==> src/rtl/mem_bus_arbiter.sv <==
// Arbiter for the shared data-RAM bus between instruction fetch and the mem stage.
// Define MEM_ARB_RR_EN for round-robin on simultaneous requests; otherwise data has fixed priority.
module mem_bus_arbiter (
  input  logic        clk,
  input  logic        rst,
  input  logic        inst_req_i,
  input  logic [31:0] inst_addr_i,
  output logic        inst_ack_o,
  output logic [31:0] inst_rdata_o,
  output logic        inst_stall_o,
  input  logic        data_req_i,
  input  logic        data_we_i,
  input  logic [31:0] data_addr_i,
  input  logic [3:0]  data_sel_i,
  input  logic [31:0] data_wdata_i,
  output logic        data_ack_o,
  output logic [31:0] data_rdata_o,
  output logic        data_stall_o,
  output logic        bus_req_o,
  output logic        bus_we_o,
  output logic [31:0] bus_addr_o,
  output logic [3:0]  bus_sel_o,
  output logic [31:0] bus_wdata_o,
  input  logic        bus_ack_i,
  input  logic [31:0] bus_rdata_i,
  output logic [1:0]  dbg_state
);

  typedef enum logic [1:0] {ST_IDLE = 2'd0, ST_BUSY = 2'd1, ST_DONE = 2'd2} state_t;
  typedef enum logic {OWN_INST = 1'b0, OWN_DATA = 1'b1} owner_t;

  // Handshake: each requester holds req (and its fields) until a one-cycle ack;
  // the RAM side sees bus_req_o held with stable fields until a one-cycle bus_ack_i.

  state_t     state;
  state_t     state_next;
  owner_t     owner;
  logic [1:0] rst_sync;
  logic       rst_int;
  logic       grant_any;
  logic       grant_data;

  // Reset asserts asynchronously and releases two clocks after rst rises.
  always_ff @(posedge clk or negedge rst) begin
    if (!rst) rst_sync <= 2'b00;
    else      rst_sync <= {rst_sync[0], 1'b1};
  end
  assign rst_int = rst_sync[1];

  assign grant_any = inst_req_i | data_req_i;

`ifdef MEM_ARB_RR_EN
  owner_t last_grant;
  assign grant_data = data_req_i & (~inst_req_i | (last_grant == OWN_INST));

  always_ff @(posedge clk or negedge rst_int) begin
    if (!rst_int)
      last_grant <= OWN_INST;
    else if (state == ST_IDLE && grant_any)
      last_grant <= grant_data ? OWN_DATA : OWN_INST;
  end
`else
  assign grant_data = data_req_i;
`endif

  always_ff @(posedge clk or negedge rst_int) begin
    if (!rst_int) state <= ST_IDLE;
    else          state <= state_next;
  end

  always_comb begin
    state_next = state;
    case (state)
      ST_IDLE: if (grant_any) state_next = ST_BUSY;
      ST_BUSY: if (bus_ack_i) state_next = ST_DONE;
      ST_DONE: state_next = ST_IDLE;
      default: state_next = ST_IDLE;
    endcase
  end

  // Request fields are captured once at grant and never re-sampled.
  always_ff @(posedge clk or negedge rst_int) begin
    if (!rst_int) begin
      owner        <= OWN_INST;
      bus_we_o     <= 1'b0;
      bus_addr_o   <= 32'h0;
      bus_sel_o    <= 4'b0000;
      bus_wdata_o  <= 32'h0;
      inst_rdata_o <= 32'h0;
      data_rdata_o <= 32'h0;
    end else begin
      if (state == ST_IDLE && grant_any) begin
        if (grant_data) begin
          owner       <= OWN_DATA;
          bus_we_o    <= data_we_i;
          bus_addr_o  <= data_addr_i;
          bus_sel_o   <= data_sel_i;
          bus_wdata_o <= data_wdata_i;
        end else begin
          owner       <= OWN_INST;
          bus_we_o    <= 1'b0;
          bus_addr_o  <= inst_addr_i;
          bus_sel_o   <= 4'b1111;
          bus_wdata_o <= 32'h0;
        end
      end
      if (state == ST_BUSY && bus_ack_i) begin
        if (owner == OWN_DATA) data_rdata_o <= bus_rdata_i;
        else                   inst_rdata_o <= bus_rdata_i;
      end
    end
  end

  assign bus_req_o    = (state == ST_BUSY);
  assign inst_ack_o   = (state == ST_DONE) && (owner == OWN_INST);
  assign data_ack_o   = (state == ST_DONE) && (owner == OWN_DATA);
  assign inst_stall_o = inst_req_i & ~inst_ack_o;
  assign data_stall_o = data_req_i & ~data_ack_o;
  assign dbg_state    = state;

endmodule

==> config.mk <==
export PLATFORM = sky130hd
export DESIGN_NAME = mem_bus_arbiter
export DESIGN_NICKNAME = d
export VERILOG_FILES = /design/src/rtl/mem_bus_arbiter.sv
export SDC_FILE = /design/constraint.sdc
export NUM_CORES = 1
export LEC_CHECK = 0
export BUFFER_PORTS_ARGS = -buffer_cell sky130_fd_sc_hd__buf_4
export CORE_ASPECT_RATIO = 0.8
export CORE_MARGIN = 5
export CORE_UTILIZATION = 40
export CTS_CLUSTER_SIZE = 40
export DETAILED_ROUTE_END_ITERATION = 8
export HOLD_SLACK_MARGIN = 0.02
export PLACE_DENSITY = 0.71
export SLEW_MARGIN = 30
export SYNTH_ARGS = -nofsm -noshare
export SYNTH_HDL_FRONTEND = slang
export SYNTH_SLANG_ARGS = --single-unit
==> constraint.sdc <==
create_clock -name clk -period 7.02 [get_ports clk]
set_clock_uncertainty 0.15 [all_clocks]
set_input_delay 1.404 -clock clk [delete_from_list [all_inputs] [get_ports clk]]
set_output_delay 1.404 -clock clk [all_outputs]
set_load 0.05 [all_outputs]
==> impl_metrics.py <==
metrics = {
    "clock_network": {
        "path_clk_slew_ns": 0.06,
        "clock_path_buffers": 2,
        "cts_sinks": 138,
        "cts_inserted_buffers": 17,
        "holdBufCountCts": 0,
        "cts.repair.resized": 0,
        "number_of_h_tree_levels": 4,
        "tritoncts": "done",
        "clk-insertion-delay-late_ns": 0.41,
        "cts_root_buffer": "clkbuf_16",
        "post-cts-setup-buffer-count": 0,
    },
    "routing": {
        "detail_route.drc_violations": 0,
        "total_length_of_routed_wires_mm": 14.8,
        "detail_route.vias_per_cell": 4.79,
        "iter_0_drt_violations": 152,
        "firstDrtPassIters": 4,
        "final_antenna_net_count": 0,
        "routed-via-count": 3911,
        "drt-wirelength-per-cell_um": 18.2,
    },
    "sta": {
        "achievable-frequency_mhz": 268,
        "number_of_pins_with_negative_max_slew_slack_in_the_final_report": 0,
        "post-route-min-period_ns": 3.74,
        "grt_setup_unrepaired": "no",
        "max_slew.worst_pin.slew_ns": 0.796,
        "period_share_pct": 53.2,
        "tns_ns": 0,
        "finalHoldViolations": 0,
        "timing.slew.headroom_pct": 46.9,
        "report.final.setup_viol": 0,
    },
    "synth": {
        "ys_types": 26,
        "synth-seq-area-share_pct": 60.4,
        "postSynthCellCount": 343,
        "yosys_warnings": 0,
        "synthesis.nets": 481,
        "synth.cell_area_mm2": 0.00572,
        "synth.avg_cell_area_um2": 16.7,
        "synth-seq-cells": 138,
    },
    "critical_path": {
        "crit_path_start_kind": "input pin",
        "cp_cell_sequence": "buf_4 -> nor2b_1 -> buf_4",
        "crit_path_frequent_cell": "buf_4",
        "critical_path_buf_inv_count": 2,
        "critical_path_arrival_ns": 2.18,
        "worstPathRequired_ns": 5.47,
        "worstPathMaxFanout": 37,
        "worst_path_largest_cell_delay_ns": 0.38,
        "critical_path.top_delay_family": "buffers and inverters",
        "crit_slowest_cell": "buf_4",
        "timing.critical_path.to_type": "output pin",
        "critPathKind": "in -> out",
    },
    "finish": {
        "finish.utilization_pct": 59.8,
        "antennaDiodeCount": 0,
        "final_net_count": 757,
        "commonest_cells_after_routing_fill_and_taps_aside": "buf_4 (278), dfrtp_1 (137), mux2_4 (50)",
        "final_layout_size_suffix_gt1_share_pct": 64.9,
        "area_growth_syn_to_layout_pct": 48.1,
        "layout_commonest_cell": "buf_4",
    },
    "floorplanning": {
        "floorplan.die_area_mm2": 0.0168,
        "floorplan.core_area_mm2": 0.0142,
        "die_w_um": 144,
        "initial_core_utilization_pct": 40.4,
        "std_cell_rows": 39,
        "die_y_um": 117,
        "floorplan.io_pins": 278,
    },
    "global_routing": {
        "globalRouteMet1Util_pct": 20.5,
        "global_route.usage.met2_pct": 29.2,
        "grt_util_all_layers_pct": 17.5,
        "first_global_vias": 4317,
        "gr-total-overflow": 0,
        "grt_pass1_wl_mm": 22.4,
        "antenna_found_initial": 0,
        "pin_count_of_the_biggest_net_entering_global_routing": 74,
        "top_usage_layer": "met2",
        "grt_util_met3_pct": 6.26,
    },
    "job": {
        "maxCapViolations": 0,
    },
    "place": {
        "finalWeightedCongestion": 0.805,
        "detailed_place_hpwl_mm": 11.0,
        "placement.io_buffers": 277,
    },
    "outcome": {
        "run_status": "completed",
    },
    "hold_path": {
        "timing.hold.worst.class": "reg -> reg",
    },
}
## path summary, 6_finish.rpt
kind | startpoint | endpoint | slack (ns) | cells after the start
worst max-delay path | data_req_i | data_stall_o | 3.28 | 3
worst min-delay path | rst_sync[0]$_DFF_PN0_ | rst_sync[1]$_DFF_PN0_ | 0.20 | 0
worst max register to register | dbg_state[1]$_DFFE_PN0P_ | inst_rdata_o[10]$_DFFE_PN0P_ | 4.97 | 3
worst min register to register | rst_sync[0]$_DFF_PN0_ | rst_sync[1]$_DFF_PN0_ | 0.20 | 0
max in group asynchronous | rst_sync[1]$_DFF_PN0_ | bus_addr_o[7]$_DFFE_PN0P_ | 5.31 | 1
min in group asynchronous | rst_sync[1]$_DFF_PN0_ | bus_wdata_o[1]$_DFFE_PN0P_ | 0.27 | 0
## metrics by stage
step                worst slack [ns]  cell area (um^2)  hold WS [ns]  instances
floorplan                       2.74              5720         0.181        343
global placement                3.30              7860         0.190        784
detailed placement              3.27              7870         0.190        784
CTS                             3.27              8450         0.203        816
global route                    3.21              8470         0.204        816
finish                          3.28              8470         0.200        816
## worst register-to-register path: stages, from the launching register on
cell and delay, ns:
dfrtp_1 0.45, nor2b_4 0.20, and3b_4 0.72, mux2_2 0.42
## synth_stat cells, drive strengths merged
master    n  area (um^2)
a22o     33          289
buf      20          180
and2      2         12.5
nor2b     3         26.3
o22a      4         35.0
nand3     1         10.0
nor2      1         6.26
a21o      1         7.51
dfrtp   138         3450
clkbuf    2         7.51
nand2     2         7.51
o21a      1         7.51
o21ai     2         13.8
conb      1         3.75
inv       1         3.75
nor3b     1         7.51
and3b     2         17.5
mux2    128         1630
## cell type report
cell class / instances / area (um^2)
multi-input combinational: 182 / 2090
fill: 1140 / 5680
tap: 184 / 230
clock buffer: 23 / 498
clock inverter: 9 / 88.8
timing repair buffer: 279 / 2100
inverter: 1 / 3.75
sequential: 138 / 3460
## flip-flops by register name, indices dropped and copies added (netlist names)
register / flops
dbg_state: 2
bus_addr_o: 32
inst_rdata_o: 32
rst_sync: 2
bus_wdata_o: 32
owner: 1
bus_we_o: 1
bus_sel_o: 4
data_rdata_o: 32
## per-layer routing
layer	routed length [um]	share of wire, %	vias up
met3	1370	9.2	24
met1	5740	39	1920
met2	7380	50	174
li1	-	-	1793
met5	0	0	-
met4	337	2.3	0
## cells by family after synthesis
group                  synth area share (%)
other                                0.0656
muxes                                  28.5
DFF                                    60.4
AOI/OAI and AO/OA                      6.17
and+or+nand+nor                        1.53
buffers and inverters                  3.35
Power is not shown: default switching activity piles up to over one toggle a cycle in this logic, so the estimate is an artifact.
